===== src/rtl/ov5640_regs_pkg.sv =====
// Address map, read-timeout code and read FSM states shared by the HPS
// register write block and the readback slave.
package ov5640_regs_pkg;

  localparam logic [15:0] ADDR_REG_FIRST = 16'h0000;
  localparam logic [15:0] ADDR_REG_LAST  = 16'h000F;
  localparam logic [15:0] ADDR_STATUS    = 16'hFFFE;
  localparam logic [15:0] ADDR_RSVD      = 16'hFFFF;

  localparam logic [31:0] RD_TMO_CODE    = 32'h8000_0000;

  typedef enum logic [1:0] {
    ST_IDLE     = 2'd0,
    ST_CAM_ARB  = 2'd1,
    ST_CAM_WAIT = 2'd2,
    ST_RESP     = 2'd3
  } rd_state_e;

  // Mirrored registers and the status word are answered locally; every other
  // address, including ADDR_RSVD, is forwarded to the camera.
  function automatic logic is_local_addr(input logic [15:0] addr);
    return (addr <= ADDR_REG_LAST) || (addr == ADDR_STATUS);
  endfunction

endpackage


===== src/rtl/rd_timeout_cnt.sv =====
// Camera read watchdog: counts enabled cycles from a clear and flags the
// last permitted cycle.
module rd_timeout_cnt #(
  parameter int unsigned LIMIT = 2_000_000,
  parameter int unsigned W     = 21
) (
  input  logic clk_sys,
  input  logic reset_n,
  input  logic clr_i,
  input  logic en_i,
  output logic expire_o
);

  localparam logic [W-1:0] LAST = W'(LIMIT - 1);

  logic [W-1:0] count_q, count_d;

  assign expire_o = en_i & (count_q == LAST);

  // Next count: clear wins, otherwise advance while enabled and saturate at LAST.
  always_comb begin
    count_d = count_q;
    if (clr_i)
      count_d = '0;
    else if (en_i && (count_q != LAST))
      count_d = count_q + 1'b1;
  end

  // Count register.
  always_ff @(posedge clk_sys or negedge reset_n) begin
    if (!reset_n) count_q <= '0;
    else          count_q <= count_d;
  end

endmodule


===== src/rtl/hps_readback_ov5640.sv =====
// Avalon-MM read slave on the h2f bridge: mirrored control registers and a
// status word are answered after one wait cycle, all other addresses become a
// single SCCB register read on the OV5640 engine.
//
// state       | meaning
// ------------+---------------------------------------------------------
// ST_IDLE     | no transaction; decode a new read
// ST_CAM_ARB  | camera read pending until the engine is idle and no write is queued
// ST_CAM_WAIT | request issued, waiting for rd_valid or the watchdog
// ST_RESP     | readdata valid, waitrequest low for exactly one cycle
module hps_readback_ov5640
  import ov5640_regs_pkg::*;
#(
  parameter int unsigned TIMEOUT_CYC = 2_000_000,
  parameter int unsigned TMO_W       = 21
) (
  input  logic         clk_sys,
  input  logic         reset_n,
  input  logic         avl_chipselect,
  input  logic         avl_read,
  input  logic [15:0]  avl_address,
  output logic [31:0]  avl_readdata,
  output logic         avl_waitrequest,
  input  logic [511:0] regs_in,
  input  logic         fb_enable,
  input  logic         cam_wr_busy,
  input  logic         ready_ov5640,
  output logic         rd_req_ov5640,
  output logic [15:0]  rd_addr_ov5640,
  input  logic         rd_valid_ov5640,
  input  logic [7:0]   rd_data_ov5640
);

  rd_state_e   state_q, state_d;
  logic [31:0] readdata_q, readdata_d;
  logic        rd_req_q, rd_req_d;
  logic [15:0] rd_addr_q, rd_addr_d;
  logic        rsp_ok_q;
  logic        abort_q, abort_d;
  logic [7:0]  tmo_cnt_q, tmo_cnt_d;
  logic [15:0] cam_rd_cnt_q, cam_rd_cnt_d;
  logic        tmo_clr, tmo_en, tmo_expire;
  logic        rq, discard;
  logic [31:0] local_word, status_word;

  assign rq              = avl_chipselect & avl_read;
  assign avl_waitrequest = rq & ~rsp_ok_q;
  assign avl_readdata    = readdata_q;
  assign rd_req_ov5640   = rd_req_q;
  assign rd_addr_ov5640  = rd_addr_q;

  assign local_word  = regs_in[{avl_address[3:0], 5'd0} +: 32];
  assign status_word = {tmo_cnt_q, cam_rd_cnt_q, 5'b0, cam_wr_busy, ready_ov5640, fb_enable};

  // A master that let go of the read during CAM_WAIT no longer wants the result.
  assign discard = abort_q | ~rq;

  rd_timeout_cnt #(
    .LIMIT (TIMEOUT_CYC),
    .W     (TMO_W)
  ) u_tmo (
    .clk_sys  (clk_sys),
    .reset_n  (reset_n),
    .clr_i    (tmo_clr),
    .en_i     (tmo_en),
    .expire_o (tmo_expire)
  );

  // Next-state, response data, camera request and counter updates.
  always_comb begin
    state_d      = state_q;
    readdata_d   = readdata_q;
    rd_req_d     = 1'b0;
    rd_addr_d    = rd_addr_q;
    abort_d      = abort_q;
    tmo_cnt_d    = tmo_cnt_q;
    cam_rd_cnt_d = cam_rd_cnt_q;
    tmo_clr      = 1'b0;
    tmo_en       = 1'b0;
    case (state_q)
      ST_IDLE: begin
        abort_d = 1'b0;
        if (rq) begin
          if (is_local_addr(avl_address)) begin
            readdata_d = (avl_address == ADDR_STATUS) ? status_word : local_word;
            state_d    = ST_RESP;
          end else begin
            rd_addr_d = avl_address;
            state_d   = ST_CAM_ARB;
          end
        end
      end
      ST_CAM_ARB: begin
        if (!rq) begin
          state_d = ST_IDLE;
        end else if (ready_ov5640 && !cam_wr_busy) begin
          rd_req_d = 1'b1;
          tmo_clr  = 1'b1;
          state_d  = ST_CAM_WAIT;
        end
      end
      ST_CAM_WAIT: begin
        tmo_en = 1'b1;
        if (!rq) abort_d = 1'b1;
        if (rd_valid_ov5640) begin
          cam_rd_cnt_d = cam_rd_cnt_q + 1'b1;
          if (!discard) readdata_d = {24'h0, rd_data_ov5640};
          state_d = discard ? ST_IDLE : ST_RESP;
        end else if (tmo_expire) begin
          tmo_cnt_d = tmo_cnt_q + 1'b1;
          if (!discard) readdata_d = RD_TMO_CODE;
          state_d = discard ? ST_IDLE : ST_RESP;
        end
      end
      ST_RESP: state_d = ST_IDLE;
      default: state_d = ST_IDLE;
    endcase
  end

  // State and datapath registers; reset abandons any transaction in flight.
  always_ff @(posedge clk_sys or negedge reset_n) begin
    if (!reset_n) begin
      state_q      <= ST_IDLE;
      readdata_q   <= '0;
      rd_req_q     <= 1'b0;
      rd_addr_q    <= '0;
      rsp_ok_q     <= 1'b0;
      abort_q      <= 1'b0;
      tmo_cnt_q    <= '0;
      cam_rd_cnt_q <= '0;
    end else begin
      state_q      <= state_d;
      readdata_q   <= readdata_d;
      rd_req_q     <= rd_req_d;
      rd_addr_q    <= rd_addr_d;
      rsp_ok_q     <= (state_d == ST_RESP);
      abort_q      <= abort_d;
      tmo_cnt_q    <= tmo_cnt_d;
      cam_rd_cnt_q <= cam_rd_cnt_d;
    end
  end

endmodule

===== config.mk =====
export PLATFORM = sky130hd
export DESIGN_NAME = hps_readback_ov5640
export DESIGN_NICKNAME = d
export VERILOG_FILES = /design/src/rtl/ov5640_regs_pkg.sv /design/src/rtl/rd_timeout_cnt.sv /design/src/rtl/hps_readback_ov5640.sv
export SDC_FILE = /design/constraint.sdc
export NUM_CORES = 1
export LEC_CHECK = 0
export BUFFER_PORTS_ARGS = -buffer_cell sky130_fd_sc_hd__buf_2
export CORE_AREA = 2 2 229 231
export CTS_CLUSTER_DIAMETER = 200
export DETAILED_ROUTE_END_ITERATION = 16
export DIE_AREA = 0 0 231 233
export RECOVER_POWER = 100
export SYNTH_ARGS = -nofsm -noshare
export SYNTH_HDL_FRONTEND = slang
export SYNTH_HIERARCHICAL = 1
export SYNTH_SLANG_ARGS = --single-unit

===== constraint.sdc =====
create_clock -name clk_sys -period 6.3 [get_ports clk_sys]
set_input_delay 0.63 -clock clk_sys [delete_from_list [all_inputs] [get_ports clk_sys]]
set_output_delay 0.63 -clock clk_sys [all_outputs]
set_load 0.02 [all_outputs]

==> Word level (Yosys, flattened, before mapping) <==
Index checks and enable logic that the tools add are counted.
{ "word_totals": {"regBits": 98, "in_bits": 544} }
{ "classes": {"shifts": 1, "n_mux": 24, "n_addsub": 3, "bitwise": 8, "eq_ne": 12, "magnitude_cmp": 1, "reduce_logical": 12} }
{ "op_table": {"columns": ["operator", "count"], "rows": [
  ["512-bit by 10-bit indexed part select with 32-bit output", 1],
  ["32-bit two-way mux", 7],
  ["32-bit case mux with 2 select lines", 1],
  ["21-bit two-way mux", 2],
  ["21-bit by 1-bit adder with 21-bit output (second input constant)", 1],
  ["21-bit == test (second input constant)", 1],
  ["21-bit != test (second input constant)", 1],
  ["16-bit by 1-bit adder with 16-bit output (second input constant)", 1],
  ["16-bit == test (second input constant)", 1],
  ["16-bit by 4-bit less-or-equal comparator with 1-bit output (second input constant)", 1],
  ["2-bit two-way mux", 7],
  ["8-bit by 1-bit adder with 8-bit output (second input constant)", 1],
  ["2-bit != test (second input constant)", 4],
  ["2-bit case mux with 4 select lines", 1],
  ["2-bit == test (second input constant)", 3],
  ["3-bit AND reduction", 2],
  ["1-bit two-way mux", 5],
  ["5-bit AND reduction", 1],
  ["1-bit inverter", 4],
  ["2-bit AND reduction", 2],
  ["2-bit nonzero test", 2],
  ["1-bit bitwise AND", 3],
  ["3-bit != test (second input constant)", 1],
  ["2-bit by 1-bit == test with 1-bit output (second input constant)", 1],
  ["6 further kinds", 7]
]} }

==> Logic depth before layout (Yosys ltp) <==
Gate-level depths: netlist of run 1.
{ "depth": {"word_depth": 8, "depth_mapped": 11} }

==> By module <==
The synthesis of run 1 kept the hierarchy.
{ "modules_own_cells": {"columns": ["module", "area_per_inst_um2", "instances", "cells_each"], "rows": [
  ["hps_readback_ov5640", 7214.4, 1, 583],
  ["rd_timeout_cnt", 1171.1, 1, 122]
]} }

==> Least setup slack after synthesis of run 1 <==
OpenSTA, ideal clock, no wires.
{ "synth_timing": {"kind": "input -> register", "startpoint": "input port avl_address[0]", "endpoint": "register rd_addr_q[10] (netlist: rd_addr_ov5640[10])", "cell_stages": 7, "setup_slack_ps": 4071, "arrival_time_ps": 2103, "setup_time_ps": 125, "required_ps": 6175, "path_buffers": 3, "cell_sequence": "buf_2 nand4b_1 or4_1 buf_2 nand3_4 buf_12 mux2_4"} }
{ "synth_via": {"elab_chain_cells": 4, "elab_cells_between_ends": 5, "cone_classes": "order compare: 1; eq/ne: 1; bitwise: 1; reduce/logical: 2"} }
{ "synth_rtl": {"columns": ["element", "line", "text"], "rows": [
  ["start, declared", "hps_readback_ov5640.sv:21", "input logic [15:0] avl_address,"],
  ["16-bit by 4-bit less-or-equal comparator with 1-bit output / 16-bit == test (equally long branches)", "ov5640_regs_pkg.sv:22", "return (addr <= ADDR_REG_LAST) || (addr == ADDR_STATUS);"],
  ["1-bit logical OR (*)", "ov5640_regs_pkg.sv:22", null],
  ["1-bit inverter (no source line) (*)", null, null],
  ["3-bit AND reduction (no source line) (*)", null, null],
  ["end signal, assigned", "hps_readback_ov5640.sv:135", "rd_addr_q <= rd_addr_d;"],
  ["end, declared", "hps_readback_ov5640.sv:37", "logic [15:0] rd_addr_q, rd_addr_d;"]
]} }
Mark *: on every way between the ends. The rest lies on a longest branch, timed or not.
A chain may end at the register's enable or synchronous reset.

==> Final worst setup path of run 1 <==
{ "layout_timing": {"startpoint": "register state_q[0]", "endpoint": "register readdata_q[7] (netlist: avl_readdata[7])"} }
{ "layout_via": {"elab_chain_cells": 5, "elab_cells_between_ends": 11, "cone_classes": "eq/ne: 5; mux: 2; bitwise: 1; reduce/logical: 3"} }
{ "layout_rtl": {"columns": ["element", "line", "text"], "rows": [
  ["start, declared", "hps_readback_ov5640.sv:34", "rd_state_e state_q, state_d;"],
  ["start signal, assigned", "hps_readback_ov5640.sv:132", "state_q <= state_d;"],
  ["2-bit == test", "hps_readback_ov5640.sv:80", "case (state_q)"],
  ["1-bit two-way mux", "hps_readback_ov5640.sv:80", null],
  ["1-bit bitwise AND", "rd_timeout_cnt.sv:18", "assign expire_o = en_i & (count_q == LAST);"],
  ["via tmo_expire", "hps_readback_ov5640.sv:42", "logic tmo_clr, tmo_en, tmo_expire;"],
  ["3-bit != test (no source line)", null, null],
  ["5-bit AND reduction (no source line)", null, null],
  ["end signal, assigned", "hps_readback_ov5640.sv:133", "readdata_q <= readdata_d;"],
  ["end, declared", "hps_readback_ov5640.sv:35", "logic [31:0] readdata_q, readdata_d;"]
]} }
The timed path passes the listed nets, and every way through them passes these cells.

==> flow_summary.html, run 1 <==
<table>
<tr><th>Metric</th><th>Value</th></tr>
<tr><th colspan="2">Status</th></tr>
<tr><td>Result of the run</td><td>complete, but fails checks</td></tr>
<tr><td>Violations in the final reports</td><td>capacitance limit, slew limit</td></tr>
<tr><th colspan="2">Clock network</th></tr>
<tr><td>Total number of H-tree levels</td><td>3</td></tr>
<tr><td>Clock transition at path regs</td><td>0.07 ns</td></tr>
<tr><td>Maximum clock insertion buffer count</td><td>2</td></tr>
<tr><td>Clock net sink count</td><td>between 90 and 100</td></tr>
<tr><td>Buffer count from post-CTS setup fixing</td><td>0</td></tr>
<tr><td>Cts repair resizes</td><td>0</td></tr>
<tr><td>Hold bufs inserted after CTS</td><td>0</td></tr>
<tr><td>Number of buffers created by CTS</td><td>9</td></tr>
<tr><td>Clock tree from TritonCTS</td><td>done</td></tr>
<tr><td>Root Buffer</td><td>clkbuf_16</td></tr>
<tr><td>Clock network latency to the later pin of the worst-skew pair</td><td>about 0.36 ns</td></tr>
<tr><th colspan="2">Floorplanning</th></tr>
<tr><td>Total Die Area</td><td>0.0538 mm²</td></tr>
<tr><td>Initial cell density of the core</td><td>16.4%</td></tr>
<tr><td>Core area</td><td>0.0511 mm²</td></tr>
<tr><td>Row count</td><td>83</td></tr>
<tr><td>Die H</td><td>233 µm</td></tr>
<tr><td>Die outline width</td><td>about 230 µm</td></tr>
<tr><td>Boundary pin count</td><td>594</td></tr>
<tr><th colspan="2">Timing</th></tr>
<tr><td>Unrepaired setup endpoints after global routing</td><td>false</td></tr>
<tr><td>Fraction of the cycle the final worst path needs</td><td>63.0%</td></tr>
<tr><td>Setup clock skew after layout</td><td>0.0121 ns</td></tr>
<tr><td>Setup violations, final</td><td>0</td></tr>
<tr><td>Max-slew violation total from the final report</td><td>134</td></tr>
<tr><td>Post-route worst setup slack</td><td>2.33 ns</td></tr>
<tr><td>Relative slew margins</td><td>-21.0%</td></tr>
<tr><td>Worst slew pin tran</td><td>about 1.8 ns</td></tr>
<tr><td>Final period demand of the worst path</td><td>3.97 ns</td></tr>
<tr><td>Final hold violation count</td><td>0</td></tr>
<tr><td>Top achievable clock speed</td><td>252 MHz</td></tr>
<tr><td>Setup total negative slack</td><td>0 ns</td></tr>
<tr><th colspan="2">Placement</th></tr>
<tr><td>Worst slack, placed</td><td>2.99 ns</td></tr>
<tr><td>Count of buffers from port buffering</td><td>593</td></tr>
<tr><td>Post-DP HPWL</td><td>41.5 mm</td></tr>
<tr><td>Last weighted congestion value of the routability-driven placer</td><td>just under 1</td></tr>
<tr><td>Cell Area, Placed</td><td>0.0120 mm²</td></tr>
<tr><th colspan="2">Global routing</th></tr>
<tr><td>Overflow left after global routing</td><td>0</td></tr>
<tr><td>Maximum number of pins on one net before global-route repair</td><td>103</td></tr>
<tr><td>Antenna violations before repair</td><td>26</td></tr>
<tr><td>Vias in the first global route</td><td>9286</td></tr>
<tr><td>First-pass GRT wire length</td><td>65.6 mm</td></tr>
<tr><td>GRT Overall Usage</td><td>17.2%</td></tr>
<tr><th colspan="2">Logic synthesis</th></tr>
<tr><td>Dominant cell type by area after synthesis</td><td>mux4_2</td></tr>
<tr><td>Dominant synthesized flop cell</td><td>dfrtp_1</td></tr>
<tr><td>Number of flops mapped to enable cells by yosys</td><td>0</td></tr>
<tr><td>Post-Synthesis Mean Instance Area</td><td>11.9 µm²</td></tr>
<tr><td>Top area cells in the synthesized netlist</td><td>mux4_2 (32%), dfrtp_1 (29%), a22o_1 (5.8%)</td></tr>
<tr><td>Count of synthesis-stage warnings from yosys</td><td>6</td></tr>
<tr><td>Register bit total from synthesis</td><td>98</td></tr>
<tr><td>Count of different cell masters after synthesis</td><td>between 50 and 60</td></tr>
<tr><td>Net count of the mapped netlist</td><td>between 1000 and 1500</td></tr>
<tr><td>Share of the yosys chip area belonging to registers</td><td>29.2%</td></tr>
<tr><td>Post-synthesis cell area</td><td>0.00839 mm²</td></tr>
<tr><td>Fraction of synthesized cell area taken by the top area cell type</td><td>32.0%</td></tr>
<tr><td>FFs w/ async S/R, synth</td><td>100%</td></tr>
<tr><td>Mapped Cells</td><td>705</td></tr>
<tr><th colspan="2">Setup path</th></tr>
<tr><td>Worst setup path class</td><td>flip-flop to flip-flop</td></tr>
<tr><td>Delay of the slowest critical-path stage</td><td>1.20 ns</td></tr>
<tr><td>Highest net fanout along the worst path</td><td>32</td></tr>
<tr><td>Category of the worst setup path capture point</td><td>flip-flop</td></tr>
<tr><td>Number of buffer and inverter stages on the critical path</td><td>3</td></tr>
<tr><td>Kind of cell adding the most delay to the critical path</td><td>buffers and inverters</td></tr>
<tr><td>R2R cell count</td><td>11</td></tr>
<tr><td>Kind of launch point of the worst setup path</td><td>flip-flop</td></tr>
<tr><td>Cell-by-cell trace of the critical path</td><td>nand2b_1, inv_1, nand4_1, nor2_1, nor2_1, nor4_1, a211oi_4, clkbuf_1, inv_1, nor2_1, o21ai_0</td></tr>
<tr><td>R2R Setup Slk</td><td>around 2.3 ns</td></tr>
<tr><td>Critical path arrival</td><td>4.18 ns</td></tr>
<tr><td>Worst reg2reg endpoint</td><td>avl_readdata[7]</td></tr>
<tr><td>FF-to-FF Start</td><td>state_q[0]</td></tr>
<tr><td>Cell occurring most often along the worst timing path</td><td>nor2_1</td></tr>
<tr><td>Highest-delay cell along the critical path</td><td>clkbuf_1</td></tr>
<tr><td>CP Data Required Time</td><td>6.51 ns</td></tr>
<tr><th colspan="2">Detailed routing</th></tr>
<tr><td>Detail-routed net length per standard cell</td><td>24.8 µm</td></tr>
<tr><td>Iteration-0 DRC Markers</td><td>556</td></tr>
<tr><td>DR vias</td><td>~9100</td></tr>
<tr><td>Pre-Repair DR Iteration Count</td><td>5</td></tr>
<tr><td>Wire length reported by the detailed router</td><td>48.2 mm</td></tr>
<tr><td>DR vias/cell</td><td>~4.7</td></tr>
<tr><td>Antenna viol nets, final</td><td>0</td></tr>
<tr><td>Drt drc</td><td>0</td></tr>
<tr><th colspan="2">Power and ir drop</th></tr>
<tr><td>Highest ir drop seen on vdd</td><td>103 µV</td></tr>
<tr><td>PwrDens</td><td>161 mW/mm²</td></tr>
<tr><td>Leakage</td><td>5.57 nW</td></tr>
<tr><th colspan="2">Worst hold path</th></tr>
<tr><td>Destination of the worst hold path</td><td>cam_rd_cnt_q[15]</td></tr>
<tr><td>Type of the most critical hold path</td><td>flip-flop to flip-flop</td></tr>
<tr><td>Number of instances on the worst hold path</td><td>1</td></tr>
<tr><td>Origin of the worst min-delay path</td><td>cam_rd_cnt_q[15]</td></tr>
<tr><th colspan="2">Final layout</th></tr>
<tr><td>Proportion of layout cells with a drive suffix above 1</td><td>55.8%</td></tr>
<tr><td>Net count reported at finish</td><td>1799</td></tr>
<tr><td>Final design area excluding fillers</td><td>0.0122 mm²</td></tr>
<tr><td>Area growth syn-to-layout</td><td>45.1%</td></tr>
<tr><th colspan="2">Run</th></tr>
<tr><td>Total of max-cap violations</td><td>3</td></tr>
</table>
==> layout make-up <==
cell class / count / area, µm²
diodes: 11 / 27.5
clock inverters: 6 / 46.3
inverters: 9 / 33.8
fillers: 5542 / 38900
repair buffers: 597 / 2960
multi-input cells: 537 / 5560
well taps: 680 / 851
flip-flops and latches: 98 / 2450
clock buffers: 10 / 239
==> worst max-delay path by stage <==
stage / slack (ns) / startpoint / endpoint / cells past startpoint
3_3_place_gp: 3.04 / avl_address[0] / avl_readdata[5] / 6
2_1_floorplan: 4.07 / avl_address[0] / rd_addr_ov5640[10] / 7
4_1_cts: 3.21 / state_q[0] / avl_readdata[31] / 11
3_5_place_dp: 2.99 / avl_address[0] / avl_readdata[5] / 6
5_1_grt: 1.95 / state_q[0] / avl_readdata[7] / 11
6_report: 2.33 / state_q[0] / avl_readdata[7] / 11
==> sequential cells by signal, indices dropped and copies added, names as in the netlist <==
| register | cells |
|---|---|
| avl_readdata | 32 |
| cam_rd_cnt_q | 16 |
| rd_req_ov5640 | 1 |
| rsp_ok_q | 1 |
| rd_addr_ov5640 | 16 |
| tmo_cnt_q | 8 |
| state_q | 2 |
| abort_q | 1 |
| u_tmo/count_q | 21 |
==> routing by layer <==
metal,global-route usage [%],vias up,routed length (µm)
li1,-,3958,-
met1,23.0,4605,20500
met3,5.40,71,4280
met5,0,-,131
met2,26.2,480,21900
met4,5.52,18,1360
==> per-stage QoR <==
step / std cells / hold WS (ns) / utilization [%] / power [mW]
2_1_floorplan: 705 / 0.334 / - / 1.12
3_3_place_gp: 1921 / 0.464 / 23.5 / 1.44
3_5_place_dp: 1921 / 0.459 / 23.5 / 1.45
4_1_cts: 1937 / 0.186 / 24.0 / 2.00
5_1_grt: 1945 / 0.498 / 23.8 / 2.06
6_report: 1948 / 0.467 / 23.8 / 1.96
==> logic make-up (layout without fill, tap and decap cells) <==
kind of cell	Yosys count	in the layout	synth area share [%]
other	0	11	0
adders and majority gates	3	3	0.448
xor gates and xnor gates	34	34	3.55
buffers and inverters	70	622	4.10
muxes	157	157	37.2
DFF	98	98	29.2
AOI/OAI and AO/OA	160	160	13.6
and+or+nand+nor	183	183	11.9
==> report_power, final <==
group / switching, mW / total, mW / internal, mW
clock network: 0.260 / 0.544 / 0.283
logic: 0.317 / 0.660 / 0.343
registers: 0.0707 / 0.760 / 0.690
total: 0.648 / 1.96 / 1.32
==> cell usage in the layout (no fill, tap or decap), types with 18 or more instances in the layout <==
| cell | instances |
|---|---|
| buf_2 | 540 |
| mux4_2 | 119 |
| dfrtp_1 | 98 |
| a22o_1 | 56 |
| clkbuf_1 | 52 |
| nand2_1 | 50 |
| nor2_1 | 43 |
| a22oi_1 | 28 |
| o21ai_1 | 24 |
| xnor2_1 | 20 |
| mux2i_1 | 19 |
| a21oi_1 | 18 |
==> cells in the mapped netlist (all sizes together), types with 14 or more instances <==
cell    number
a22o        56
mux2        19
mux4       119
nand2       50
nor2        44
xor2        14
dfrtp       98
clkbuf      23
nand3       16
mux2i       19
buf         38
nand4       17
a21oi       18
xnor2       20
o21ai       40
a22oi       28
Note: power is estimated with default switching activity, not from simulation.
==> run 2, diff against run 1 <==
--- a/config.mk
+++ b/config.mk
@@ -5,11 +5,12 @@
 export SDC_FILE = /design/constraint.sdc
 export NUM_CORES = 1
 export LEC_CHECK = 0
+export ABC_AREA = 1
 export BUFFER_PORTS_ARGS = -buffer_cell sky130_fd_sc_hd__buf_2
-export CORE_AREA = 2 2 229 231
+export CORE_AREA = 2 2 230 232
 export CTS_CLUSTER_DIAMETER = 200
 export DETAILED_ROUTE_END_ITERATION = 16
-export DIE_AREA = 0 0 231 233
+export DIE_AREA = 0 0 232 234
 export RECOVER_POWER = 100
 export SYNTH_ARGS = -nofsm -noshare
 export SYNTH_HDL_FRONTEND = slang
==> constraint.sdc (replaced) <==
create_clock -name clk_sys -period 3.8 [get_ports clk_sys]
set_input_delay 0.38 -clock clk_sys [delete_from_list [all_inputs] [get_ports clk_sys]]
set_output_delay 0.38 -clock clk_sys [all_outputs]
set_load 0.02 [all_outputs]
==> run 2 against run 1 <==
Compared with the run above:
- the flow still finishes with violations (capacitance limit, slew limit)
- fmax up 36%
- sequential power up 79%
- utilization up 2.6 points
- worst setup slack worse by 1.4 ns
- combinational power up 130%
- worst hold slack worse by 0.18 ns
- routed wire length up 24%
==> flow_summary.html, run 2 <==
<table>
<tr><th>Metric</th><th>Value</th></tr>
<tr><th colspan="2">Run</th></tr>
<tr><td>Total of max-cap violations</td><td>1 (-2)</td></tr>
<tr><th colspan="2">Power and ir drop</th></tr>
<tr><td>PwrDens</td><td>276 mW/mm² (+71%)</td></tr>
<tr><td>Switching portion of total power</td><td>41.4% (+8.3 points)</td></tr>
<tr><td>Sum of internal, switching and leakage power</td><td>3.79 mW (+93%)</td></tr>
<tr><td>Portion of total power attributed to the clock network</td><td>24.7% (-3.0 points)</td></tr>
<tr><td>Combinational fraction of design power</td><td>39.5% (+5.9 points)</td></tr>
<tr><td>Leakage</td><td>7.17 nW (+29%)</td></tr>
<tr><td>Share of total power in sequential cells</td><td>35.8% (-2.9 points)</td></tr>
<tr><td>Int Pwr</td><td>2.22 mW (+69%)</td></tr>
<tr><td>Sw Pwr</td><td>1.57 mW (+140%)</td></tr>
<tr><td>Highest ir drop seen on vdd</td><td>194 µV (+88%)</td></tr>
<tr><th colspan="2">Setup path</th></tr>
<tr><td>Worst setup path class</td><td>flip-flop to flip-flop</td></tr>
<tr><td>FF-to-FF Start</td><td>state_q[0]</td></tr>
<tr><td>Critical path arrival</td><td>3.15 ns (-1.03 ns)</td></tr>
<tr><td>CP Data Required Time</td><td>4.04 ns (-2.47 ns)</td></tr>
<tr><td>Highest net fanout along the worst path</td><td>20 (-38%)</td></tr>
<tr><td>Worst reg2reg endpoint</td><td>u_tmo/count_q[19]</td></tr>
<tr><td>Crit path from</td><td>state_q[0]</td></tr>
<tr><td>Kind of launch point of the worst setup path</td><td>flip-flop</td></tr>
<tr><td>R2R Setup Slk</td><td>0.89 ns (-1.44 ns)</td></tr>
<tr><td>Category of the worst setup path capture point</td><td>flip-flop</td></tr>
<tr><td>R2R cell count</td><td>8 (-3)</td></tr>
<tr><th colspan="2">Final layout</th></tr>
<tr><td>Net count reported at finish</td><td>2814 (+56%)</td></tr>
<tr><td>Proportion of layout cells with a drive suffix above 1</td><td>26.5% (-29 points)</td></tr>
<tr><td>Final cell utilization of the core</td><td>26.4% (+2.6 points)</td></tr>
<tr><td>Area growth syn-to-layout</td><td>35.8%</td></tr>
<tr><td>Post-route non-filler standard cell count</td><td>2965 (+52%)</td></tr>
<tr><td>Commonest non-fill, non-tap cell in the layout</td><td>buf_2</td></tr>
<tr><td>Flip-flop count of the largest register after layout</td><td>32 (unchanged)</td></tr>
<tr><td>Total area of multi-input combinational cells</td><td>0.00649 mm² (+17%)</td></tr>
<tr><td>Number of filler instances in the final layout</td><td>6053 (+9.2%)</td></tr>
<tr><td>Final design area excluding fillers</td><td>0.0137 mm² (+13%)</td></tr>
<tr><td>Highest-count cells in the layout ignoring fill and taps</td><td>buf_2 (539), nor2_1 (453), nand2_1 (345), o21ai_0 (227), nand3_1 (195)</td></tr>
<tr><td>Register area</td><td>0.00245 mm² (unchanged)</td></tr>
<tr><th colspan="2">Detailed routing</th></tr>
<tr><td>Detail-routed net length per standard cell</td><td>20.2 µm (-18%)</td></tr>
<tr><td>Drt drc</td><td>0 (unchanged)</td></tr>
<tr><td>Pre-Repair DR Iteration Count</td><td>5 (unchanged)</td></tr>
<tr><td>Wire length reported by the detailed router</td><td>60.0 mm (+24%)</td></tr>
<tr><td>Antenna viol nets, final</td><td>0 (unchanged)</td></tr>
<tr><td>DR vias</td><td>13600 (+49%)</td></tr>
<tr><td>DR vias/cell</td><td>4.60 (-1.8%)</td></tr>
<tr><td>Iteration-0 DRC Markers</td><td>1046 (+88%)</td></tr>
<tr><th colspan="2">Timing</th></tr>
<tr><td>Fraction of the cycle the final worst path needs</td><td>76.6% (+14 points)</td></tr>
<tr><td>Post-route worst setup slack</td><td>0.890 ns (-1.44 ns)</td></tr>
<tr><td>Setup violations, final</td><td>0 (unchanged)</td></tr>
<tr><td>Setup total negative slack</td><td>0 ns (unchanged)</td></tr>
<tr><td>Worst slew pin tran</td><td>1.62 ns (-0.195 ns)</td></tr>
<tr><td>Setup clock skew after layout</td><td>0.0162 ns (+0.00414 ns)</td></tr>
<tr><td>Final hold slack</td><td>0.285 ns (-0.182 ns)</td></tr>
<tr><td>Final period demand of the worst path</td><td>2.91 ns (-1.06 ns)</td></tr>
<tr><td>Top achievable clock speed</td><td>344 MHz (+36%)</td></tr>
<tr><td>Final hold violation count</td><td>0 (unchanged)</td></tr>
<tr><td>Max-slew violation total from the final report</td><td>62 (-54%)</td></tr>
<tr><td>Unrepaired setup endpoints after global routing</td><td>false</td></tr>
<tr><td>Relative slew margins</td><td>-8.04% (+13 points)</td></tr>
<tr><th colspan="2">Worst hold path</th></tr>
<tr><td>Number of instances on the worst hold path</td><td>3 (+2)</td></tr>
<tr><td>Origin of the worst min-delay path</td><td>avl_address[9]</td></tr>
<tr><td>Destination of the worst hold path</td><td>rd_addr_ov5640[9]</td></tr>
<tr><td>Type of the most critical hold path</td><td>input port to flip-flop</td></tr>
<tr><th colspan="2">Logic synthesis</th></tr>
<tr><td>List of most frequent post-synthesis cells</td><td>nor2_1 (446), nand2_1 (339), o21ai_0 (227)</td></tr>
<tr><td>Register bit total from synthesis</td><td>98 (unchanged)</td></tr>
<tr><td>Number of flops mapped to enable cells by yosys</td><td>0 (unchanged)</td></tr>
<tr><td>Count of different cell masters after synthesis</td><td>35 (-40%)</td></tr>
<tr><td>Count of synthesis-stage warnings from yosys</td><td>6 (unchanged)</td></tr>
<tr><td>FFs w/ async S/R, synth</td><td>100% (unchanged)</td></tr>
<tr><td>Dominant synthesized flop cell</td><td>dfrtp_1</td></tr>
<tr><td>Top area cells in the synthesized netlist</td><td>dfrtp_1 (24%), nor2_1 (17%), nand2_1 (13%)</td></tr>
<tr><td>Dominant cell type by area after synthesis</td><td>dfrtp_1</td></tr>
<tr><td>Fraction of synthesized cell area taken by the top area cell type</td><td>24.3% (-7.7 points)</td></tr>
<tr><td>Post-Synthesis Mean Instance Area</td><td>5.75 µm² (-52%)</td></tr>
<tr><td>Post-synthesis cell area</td><td>0.0101 mm² (+21%)</td></tr>
<tr><td>Mapped Cells</td><td>1758 (+150%)</td></tr>
<tr><td>Share of the yosys chip area belonging to registers</td><td>24.3% (-5.0 points)</td></tr>
<tr><td>Most repeated cell in the gate-level netlist after synthesis</td><td>nor2_1</td></tr>
<tr><td>Net count of the mapped netlist</td><td>2305 (+84%)</td></tr>
<tr><th colspan="2">Placement</th></tr>
<tr><td>Post-DP HPWL</td><td>48.7 mm (+18%)</td></tr>
<tr><td>Count of buffers from port buffering</td><td>593 (unchanged)</td></tr>
<tr><td>Cell Area, Placed</td><td>0.0136 mm² (+13%)</td></tr>
<tr><td>Worst slack, placed</td><td>1.17 ns (-1.82 ns)</td></tr>
<tr><td>Last weighted congestion value of the routability-driven placer</td><td>0.983 (+1.2%)</td></tr>
<tr><td>Placed Cells incl. Taps</td><td>2944 (+53%)</td></tr>
<tr><th colspan="2">Global routing</th></tr>
<tr><td>GRT Overall Usage</td><td>20.9% (+3.7 points)</td></tr>
<tr><td>Vias in the first global route</td><td>12400 (+34%)</td></tr>
<tr><td>First-pass GRT wire length</td><td>82.9 mm (+26%)</td></tr>
<tr><td>Maximum number of pins on one net before global-route repair</td><td>101 (-1.9%)</td></tr>
<tr><td>Antenna violations before repair</td><td>16 (-38%)</td></tr>
<tr><td>Overflow left after global routing</td><td>0 (unchanged)</td></tr>
<tr><th colspan="2">Clock network</th></tr>
<tr><td>Clock transition at path regs</td><td>0.08 ns (about the same)</td></tr>
<tr><td>Clock network latency to the later pin of the worst-skew pair</td><td>0.37 ns (about the same)</td></tr>
<tr><td>Cts repair resizes</td><td>0 (unchanged)</td></tr>
<tr><td>Root Buffer</td><td>clkbuf_16</td></tr>
<tr><td>Maximum clock insertion buffer count</td><td>2 (unchanged)</td></tr>
<tr><td>Number of buffers created by CTS</td><td>9 (unchanged)</td></tr>
<tr><td>Clock net sink count</td><td>98 (unchanged)</td></tr>
<tr><td>Buffer count from post-CTS setup fixing</td><td>0 (unchanged)</td></tr>
<tr><td>Clock tree from TritonCTS</td><td>done</td></tr>
<tr><td>Hold bufs inserted after CTS</td><td>0 (unchanged)</td></tr>
<tr><td>Total number of H-tree levels</td><td>3 (unchanged)</td></tr>
<tr><th colspan="2">Floorplanning</th></tr>
<tr><td>Die outline width</td><td>232 µm (+0.43%)</td></tr>
<tr><td>Boundary pin count</td><td>594 (unchanged)</td></tr>
<tr><td>Total Die Area</td><td>0.0543 mm² (+0.86%)</td></tr>
<tr><td>Row count</td><td>84 (+1.2%)</td></tr>
<tr><td>Die H</td><td>234 µm (+0.43%)</td></tr>
<tr><td>Initial cell density of the core</td><td>19.4% (+3.0 points)</td></tr>
<tr><td>Core area</td><td>0.0520 mm² (+1.8%)</td></tr>
<tr><th colspan="2">Status</th></tr>
<tr><td>Violations in the final reports</td><td>capacitance limit, slew limit</td></tr>
<tr><td>Result of the run</td><td>complete, but fails checks</td></tr>
</table>
==> run 2: layout make-up <==
cell class              count  area share, %
clock inverters             7          0.501
multi-input cells        1412           47.3
well taps                 688           6.27
flip-flops and latches     98           17.9
clock buffers               9           1.64
repair buffers            621           22.9
inverters                 125           3.49
diodes                      5         0.0912
==> run 2: routing by layer <==
layer / share of wire (%) / wire length [µm] / track usage (%)
met1: 44 / 26500 / 28.1
met2: 47 / 28000 / 34.7
met3: 7.6 / 4590 / 4.44
met4: 1.3 / 795 / 3.63
met5: 0.16 / 93 / 0
==> run 2: power groups by stage <==
| stage | Clock [mW] | Combinational [mW] | Sequential, mW |
|---|---|---|---|
| floorplan | 0 | 0.765 | 1.43 |
| global placement | 0 | 1.53 | 1.37 |
| detailed placement | 0 | 1.53 | 1.37 |
| CTS | 0.959 | 1.54 | 1.36 |
| global route | 0.998 | 1.68 | 1.38 |
| finish | 0.936 | 1.50 | 1.36 |
==> run 2: worst max path at each step <==
| stage | slack (ns) | end |
|---|---|---|
| after floorplan | 1.66 | u_tmo/count_q[5] |
| after global placement | 1.16 | avl_readdata[28] |
| after detailed placement | 1.17 | avl_readdata[1] |
| after CTS | 1.30 | avl_readdata[31] |
| after global routing | 0.57 | avl_readdata[31] |
| final | 0.89 | u_tmo/count_q[19] |
==> run 2: logic make-up (layout without fill, tap and decap cells) <==
| kind of cell | after synthesis | in the layout | synth area share [%] |
|---|---|---|---|
| DFF | 98 | 98 | 24.3 |
| muxes | 1 | 1 | 0.111 |
| AOI/OAI and AO/OA | 350 | 350 | 19.6 |
| xor gates and xnor gates | 24 | 24 | 2.08 |
| adders and majority gates | 3 | 3 | 0.371 |
| and+or+nand+nor | 1034 | 1034 | 42.8 |
| buffers and inverters | 248 | 762 | 10.8 |
| other | 0 | 5 | 0 |
==> run 2: worst max-delay path: stages (launching register included) <==
cell	delay, ns
dfrtp_1	0.46
inv_1	0.12
nor4_2	0.25
clkbuf_1	0.62
clkinv_1	0.50
nand2_2	0.45
inv_2	0.23
nand2_1	0.10
nand2_1	0.05
